File: config.mk
export PLATFORM = sky130hd
export DESIGN_NAME = rggen_bus_arbiter
export DESIGN_NICKNAME = d
export VERILOG_FILES = /design/src/rtl/rggen_bus_arbiter.sv
export SDC_FILE = /design/constraint.sdc
export NUM_CORES = 1
export LEC_CHECK = 0
export ABC_CLOCK_PERIOD_IN_PS = 1500
export BUFFER_PORTS_ARGS = -buffer_cell sky130_fd_sc_hd__buf_4
export CAP_MARGIN = 20
export CORE_AREA = 2 2 96 98
export CTS_CLUSTER_DIAMETER = 60
export DETAILED_ROUTE_END_ITERATION = 12
export DIE_AREA = 0 0 98 100
export SETUP_SLACK_MARGIN = 0.05
export SYNTH_ARGS = -nofsm -noshare
export SYNTH_HDL_FRONTEND = slang
export SYNTH_SLANG_ARGS = --single-unit
File: constraint.sdc
create_clock -name i_clk -period 1.5 [get_ports i_clk]
set_input_delay 0.375 -clock i_clk [delete_from_list [all_inputs] [get_ports i_clk]]
set_output_delay 0.375 -clock i_clk [all_outputs]
set_load 0.005 [all_outputs]
File: src/rtl/rggen_bus_arbiter.sv
// Shares one rggen register-bus slave between HOSTS masters: arbitrates, forwards the
// winning command with zero added latency, and locks the grant until the slave is ready.
module rggen_bus_arbiter #(
    parameter int unsigned HOSTS          = 2,
    parameter int unsigned ADDRESS_WIDTH  = 8,
    parameter int unsigned BUS_WIDTH      = 32,
    parameter bit          FIXED_PRIORITY = 1'b0
) (
    input  logic                                  i_clk,
    input  logic                                  i_rst,
    input  logic [HOSTS-1:0]                      i_host_valid,
    input  logic [HOSTS-1:0][1:0]                 i_host_access,
    input  logic [HOSTS-1:0][ADDRESS_WIDTH-1:0]   i_host_address,
    input  logic [HOSTS-1:0][BUS_WIDTH-1:0]       i_host_write_data,
    input  logic [HOSTS-1:0][BUS_WIDTH/8-1:0]     i_host_strobe,
    output logic [HOSTS-1:0]                      o_host_ready,
    output logic [HOSTS-1:0][1:0]                 o_host_status,
    output logic [HOSTS-1:0][BUS_WIDTH-1:0]       o_host_read_data,
    output logic                                  o_slave_valid,
    output logic [1:0]                            o_slave_access,
    output logic [ADDRESS_WIDTH-1:0]              o_slave_address,
    output logic [BUS_WIDTH-1:0]                  o_slave_write_data,
    output logic [BUS_WIDTH/8-1:0]                o_slave_strobe,
    input  logic                                  i_slave_ready,
    input  logic [1:0]                            i_slave_status,
    input  logic [BUS_WIDTH-1:0]                  i_slave_read_data
);

    localparam int unsigned IDX_W = (HOSTS > 1) ? $clog2(HOSTS) : 1;

    typedef enum logic {
        IDLE = 1'b0,
        BUSY = 1'b1
    } state_e;

    state_e           state_q;
    logic [IDX_W-1:0] grant_q;
    logic [IDX_W-1:0] rr_q;

    logic [IDX_W-1:0] winner;
    logic             found;
    int unsigned      cand;
    logic             any_valid;
    logic [IDX_W-1:0] sel;
    logic             slave_valid_c;
    logic             done_c;

    function automatic logic [IDX_W-1:0] next_index(input logic [IDX_W-1:0] idx);
        if (32'(idx) == HOSTS - 1) begin
            return '0;
        end
        return idx + IDX_W'(1);
    endfunction

    // Winner search: upward from the rr pointer with wrap, or from index 0 in fixed mode.
    always_comb begin
        winner = '0;
        found  = 1'b0;
        cand   = 0;
        for (int unsigned i = 0; i < HOSTS; i++) begin
            cand = FIXED_PRIORITY ? i : 32'(rr_q) + i;
            if (cand >= HOSTS) begin
                cand = cand - HOSTS;
            end
            if (!found && i_host_valid[IDX_W'(cand)]) begin
                found  = 1'b1;
                winner = IDX_W'(cand);
            end
        end
    end

    assign any_valid = |i_host_valid;
    assign sel       = (state_q == BUSY) ? grant_q : winner;

    // A slave ready only completes something when a transfer is live (or the grant is locked).
    always_comb begin
        slave_valid_c = 1'b0;
        done_c        = 1'b0;
        if (!i_rst) begin
            slave_valid_c = (state_q == IDLE) ? any_valid : i_host_valid[sel];
            done_c        = i_slave_ready && ((state_q == BUSY) || any_valid);
        end
    end

    always_comb begin
        o_slave_valid      = slave_valid_c;
        o_slave_access     = '0;
        o_slave_address    = '0;
        o_slave_write_data = '0;
        o_slave_strobe     = '0;
        o_host_ready       = '0;
        o_host_status      = '0;
        o_host_read_data   = '0;
        if (slave_valid_c) begin
            o_slave_access     = i_host_access[sel];
            o_slave_address    = i_host_address[sel];
            o_slave_write_data = i_host_write_data[sel];
            o_slave_strobe     = i_host_strobe[sel];
        end
        if (done_c) begin
            o_host_ready[sel]     = 1'b1;
            o_host_status[sel]    = i_slave_status;
            o_host_read_data[sel] = i_slave_read_data;
        end
    end

    // Grant lock and round-robin pointer update on completion.
    always_ff @(posedge i_clk) begin
        if (i_rst) begin
            state_q <= IDLE;
            grant_q <= '0;
            rr_q    <= '0;
        end else begin
            case (state_q)
                IDLE: begin
                    if (any_valid) begin
                        if (i_slave_ready) begin
                            if (!FIXED_PRIORITY) begin
                                rr_q <= next_index(winner);
                            end
                        end else begin
                            grant_q <= winner;
                            state_q <= BUSY;
                        end
                    end
                end
                BUSY: begin
                    if (i_slave_ready) begin
                        if (!FIXED_PRIORITY) begin
                            rr_q <= next_index(grant_q);
                        end
                        state_q <= IDLE;
                    end
                end
                default: state_q <= IDLE;
            endcase
        end
    end

endmodule

After elaboration in Yosys (flattened, before gate mapping)
Index checks and enable logic that the tools add are counted.

storage, ports and cells
  memories = 0
  word-level logic and storage cells = 85
  output and inout port bits = 117
  bits in latches = 0
  bits in writable memories = 0
  input port bits = 131
  ROM bits = 0
  register bits = 3

operators by class
  shifts and indexed selects = 0
  equality and inequality tests = 3
  bitwise logic cells = 4
  div/mod/pow operators = 0
  multiply operators = 0
  reduce and logical (&&, ||, !) cells = 8
  mux-type cells = 56
  add/subtract/negate cells = 5
  magnitude comparators = 6

operators by type and width
  kind                                                 count
  2-to-1 mux 32 bit                                    4
  AND 64 bit                                           1
  2-to-1 mux 64 bit                                    1
  2-to-1 mux 1 bit                                     34
  demux 32 bit (select 1 bit)                          1
  2-to-1 mux 8 bit                                     3
  2-to-1 mux 4 bit                                     4
  2-to-1 mux 2 bit                                     5
  < comparator 1 x 2 -> 1 bit, second input constant   3
  != test 2 bit, second input constant                 3
  AND reduction 3 bit                                  2
  AND 4 bit                                            1
  one-hot mux 1 bit (2 select lines)                   2
  logical AND 1 bit                                    3
  adder 1 bit, second input constant                   2
  adder 1 x 1 -> 2 bit, second input constant          1
  demux 2 bit (select 1 bit)                           1
  >= comparator 1 x 2 -> 1 bit, second input constant  1
  >= comparator 2 bit, second input constant           1
  inverter 1 bit                                       2
  OR reduction 2 bit                                   1
  subtractor 1 bit, second input constant              2
  demux 1 bit (select 1 bit)                           1
  >= comparator 1 bit, second input constant           1
  other kinds (2)                                      2

Depth between registers and ports, before layout
  depth after elaboration = 17
  mapped depth = 6
  mapped depth without buffers = 4

Least setup slack after synthesis
Ideal clock, no wire load.

  path kind = input to output
  from = input i_host_valid[0]
  to = output o_host_read_data[10] (netlist name)
  data required time = 1.125 ns
  data arrival time = 1.255 ns
  path buffers = 2
  slack = -0.130 ns
  stages = 6
  cells stage by stage = nor3_2 > nor2_1 > and2_4 > buf_2 > buf_2 > and3_1

RTL lines
  element      RTL line  text
  from (decl)  11        input logic [HOSTS-1:0] i_host_valid,
  to (decl)    18        output logic [HOSTS-1:0][BUS_WIDTH-1:0] o_host_read_data,

==> run_results.csv <==
group,metric,value,unit
pwr,swShare,37.0,%
global_route,grt_start_max_net_pins,38,
cts,cts_buffers,3,
placement,hpwl,5990,um
placement,port_buffers,247,
yosys,synth_most_common_cell,"nand2_1",
yosys,synth_top_area_share,29.5,%
placement,dpl.cell_count,604,
cts,cts.htree.levels,1,
yosys,yosys-top-cells-count,"nand2_1 (93), and3_1 (70), a21oi_2 (29)",
cts,clk_path_buf_depth,2,
yosys,syn-num-nets,393,
die,start_util,16.7,%
die,die_h,100,um
route,drc,0,
pwr,static-leakage-power,2.30,nW
route,avgViaCountPerCell,4.68,
yosys,syn_area,1490,sq um
pwr,total_power,1.68,mW
cells_and_area,multi_input_comb_area,1680,sq um
sta,hold_viol_final,0,
route,first_iter_violations,73,
sta,tns,-52.37,ns
cells_and_area,fin_cells,639,
global_route,grt_first_pass_wirelength,14000,um
route,dr.pass1.iters,4,
pwr,p_per_area,371,nW/um^2
pwr,seqPwrFrac,5.5,%
cells_and_area,antenna_cells,0,
sta,min_period_over_period,133,%
sta,max_freq,501,MHz
yosys,synthCells,262,
setup_path,cp_common_cell,"buf_6",
cts,cts_tree,"built",
flow_run,max_cap_viol_count,0,
placement,gp_congestion,0.830,
cts,cts.hold.buffers_added,0,
yosys,async_flop_share,0,%
sta,worst_clock_skew,0.000412,ns
setup_path,cp_cell_sequence,"and2b_2 > o21ai_4 > buf_6 > buf_8 > clkbuf_16 > and3_4 > buf_6",
global_route,overflow,0,
sta,final-max-slew-violation-count,0,
die,die_area,9800,sq um
yosys,synth_ff_type,"dfxtp_1",
setup_path,crit_buf_inv,4,
setup_path,arrival,1.62,ns
setup_path,endpoint_kind,"output port",
setup_path,path_max_fanout,8,
route,num_vias,2989,
cts,root_buffer,"clkbuf_8",
setup_path,path_delay_family,"buffers and inverters",
setup_path,critPathLaunchType,"register",
cells_and_area,finalNetCount,660,
cells_and_area,seqCellArea,66.3,sq um
pwr,ir_worst_vdd,0.253,mV
yosys,synthTopCellsByArea,"and3_1 (29%), nand2_1 (24%), a21oi_2 (17%)",
run_status,violations,"setup timing",
sta,tightest_slew,0.245,ns
pwr,power_frac_comb,80.3,%
setup_path,critical_path_class,"reg -> out",
setup_path,crit_slowest_cell,"dfxtp_2",
global_route,antenna_found_initial,0,
yosys,seq_area_frac_synth,4.04,%
pwr,p_int,1.06,mW
global_route,grt_pass1_vias,2703,
cts,clk_pin_slew_worst_paths,0.03,ns
yosys,ys_types,24,
route,ant_nets,0,
cells_and_area,drive_gt1_share,75.4,%
sta,period_needed,2.00,ns
cts,clk_latency,0.22,ns
cts,clock_sinks,3,
cells_and_area,finish.utilization,50.9,%
die,core_area,8890,sq um
sta,fin_ws,-0.496,ns
sta,setup_viol,117,
yosys,synth_edf_count,0,
route,wl,10500,um
run_status,status,"finished with violations",
yosys,syn_area_per_cell,5.67,sq um
setup_path,critPathRequiredTime,1.12,ns
cells_and_area,nFillCells,844,
pwr,p_sw,622,uW
sta,rsz0062_at_grt,"true",
hold_path,hp-class,"in -> reg",
yosys,yosys_register_bits,3,
setup_path,critical-path-max-stage-delay,0.32,ns
die,die_x,98,um
die,row_count,35,
pwr,clock_power_share,14.1,%
placement,dp_slack,-0.454,ns
yosys,synth_top_cell_by_area,"and3_1",
sta,max_slew_margin,83.6,%
cells_and_area,areaGrowthSynthToFinish,205,%
route,post_drt_wl_per_cell,16.5,um
yosys,yosys_warnings,0,
die,io_pins,248,
global_route,track_usage,17.2,%
## path summary, 6_finish.rpt
check,startpoint,slack (ns),depth (start not counted),endpoint
hold reg to reg,grant_q$_SDFFE_PP0P_,0.53,2,grant_q$_SDFFE_PP0P_
hold / removal,i_host_valid[0],0.48,3,grant_q$_SDFFE_PP0P_
setup reg to reg,state_q$_SDFF_PP0_,0.41,5,grant_q$_SDFFE_PP0P_
setup / recovery,rr_q$_SDFFE_PP0P_,-0.50,7,o_host_read_data[41]
## state kept, by name, summed over array words and instances (netlist names)
name / flops
state_q: 1
rr_q: 1
grant_q: 1
## logic make-up after synthesis
family	after synthesis	synth area share [%]
buffers and inverters	31	11.4
flip-flops	3	4.04
AO/OA/AOI/OAI	54	27.0
AND/OR/NAND/NOR	174	57.5
## tightest hold or removal path, cell delays in order
cell,delay (ns)
buf_4,0.11
buf_4,0.11
a211oi_1,0.06
## power by group through the flow
stage / Clock [mW] / Sequential, mW / Combinational [mW]
global route: 0.250 / 0.0932 / 1.45
CTS: 0.242 / 0.0924 / 1.16
floorplan: 0 / 0.0925 / 0.487
detailed placement: 0 / 0.0939 / 1.01
finish: 0.238 / 0.0926 / 1.35
global placement: 0 / 0.0940 / 0.992
## layer usage
metal	global-route usage, %	wire length (um)	up-vias
li1	-	-	1438
met3	2.65	657	13
met2	31.9	5310	132
met1	21.4	4440	1406
met4	2.88	138	0
met5	0	0	-
## area by class of cell
class / instances / area share, %
repair buffers: 281 / 57.1
multi-input cells: 238 / 37.2
well taps: 111 / 3.07
flip-flops and latches: 3 / 1.47
clock buffers: 4 / 0.996
inverters: 2 / 0.166
## through the flow
| step | instance area, sq um | hold WS (ns) |
|---|---|---|
| after global routing | 4520 | 0.488 |
| after global placement | 3660 | 0.507 |
| after detailed placement | 3660 | 0.524 |
| after floorplan | 1810 | 0.440 |
| after CTS | 4030 | 0.460 |
| final | 4520 | 0.482 |
## cell usage in the layout (no fill, tap or decap), drive strengths merged, types with 3 or more instances in the layout
cell	n
nor2	5
a21oi	47
and2	10
clkbuf	9
and3	70
nand2	93
buf	276
dfxtp	3
o21ai	3
## what timing repair did
action / 4_1_cts / 5_1_grt
gates cloned: 9 / 13
endpoints found under the setup margin: 117 / 117
buffers inserted: 1 / 9
hold endpoints to repair: 0 / 0
gates resized for setup: 44 / 66
pin swaps: 2 / 34
(Power assumes the default switching activity.)
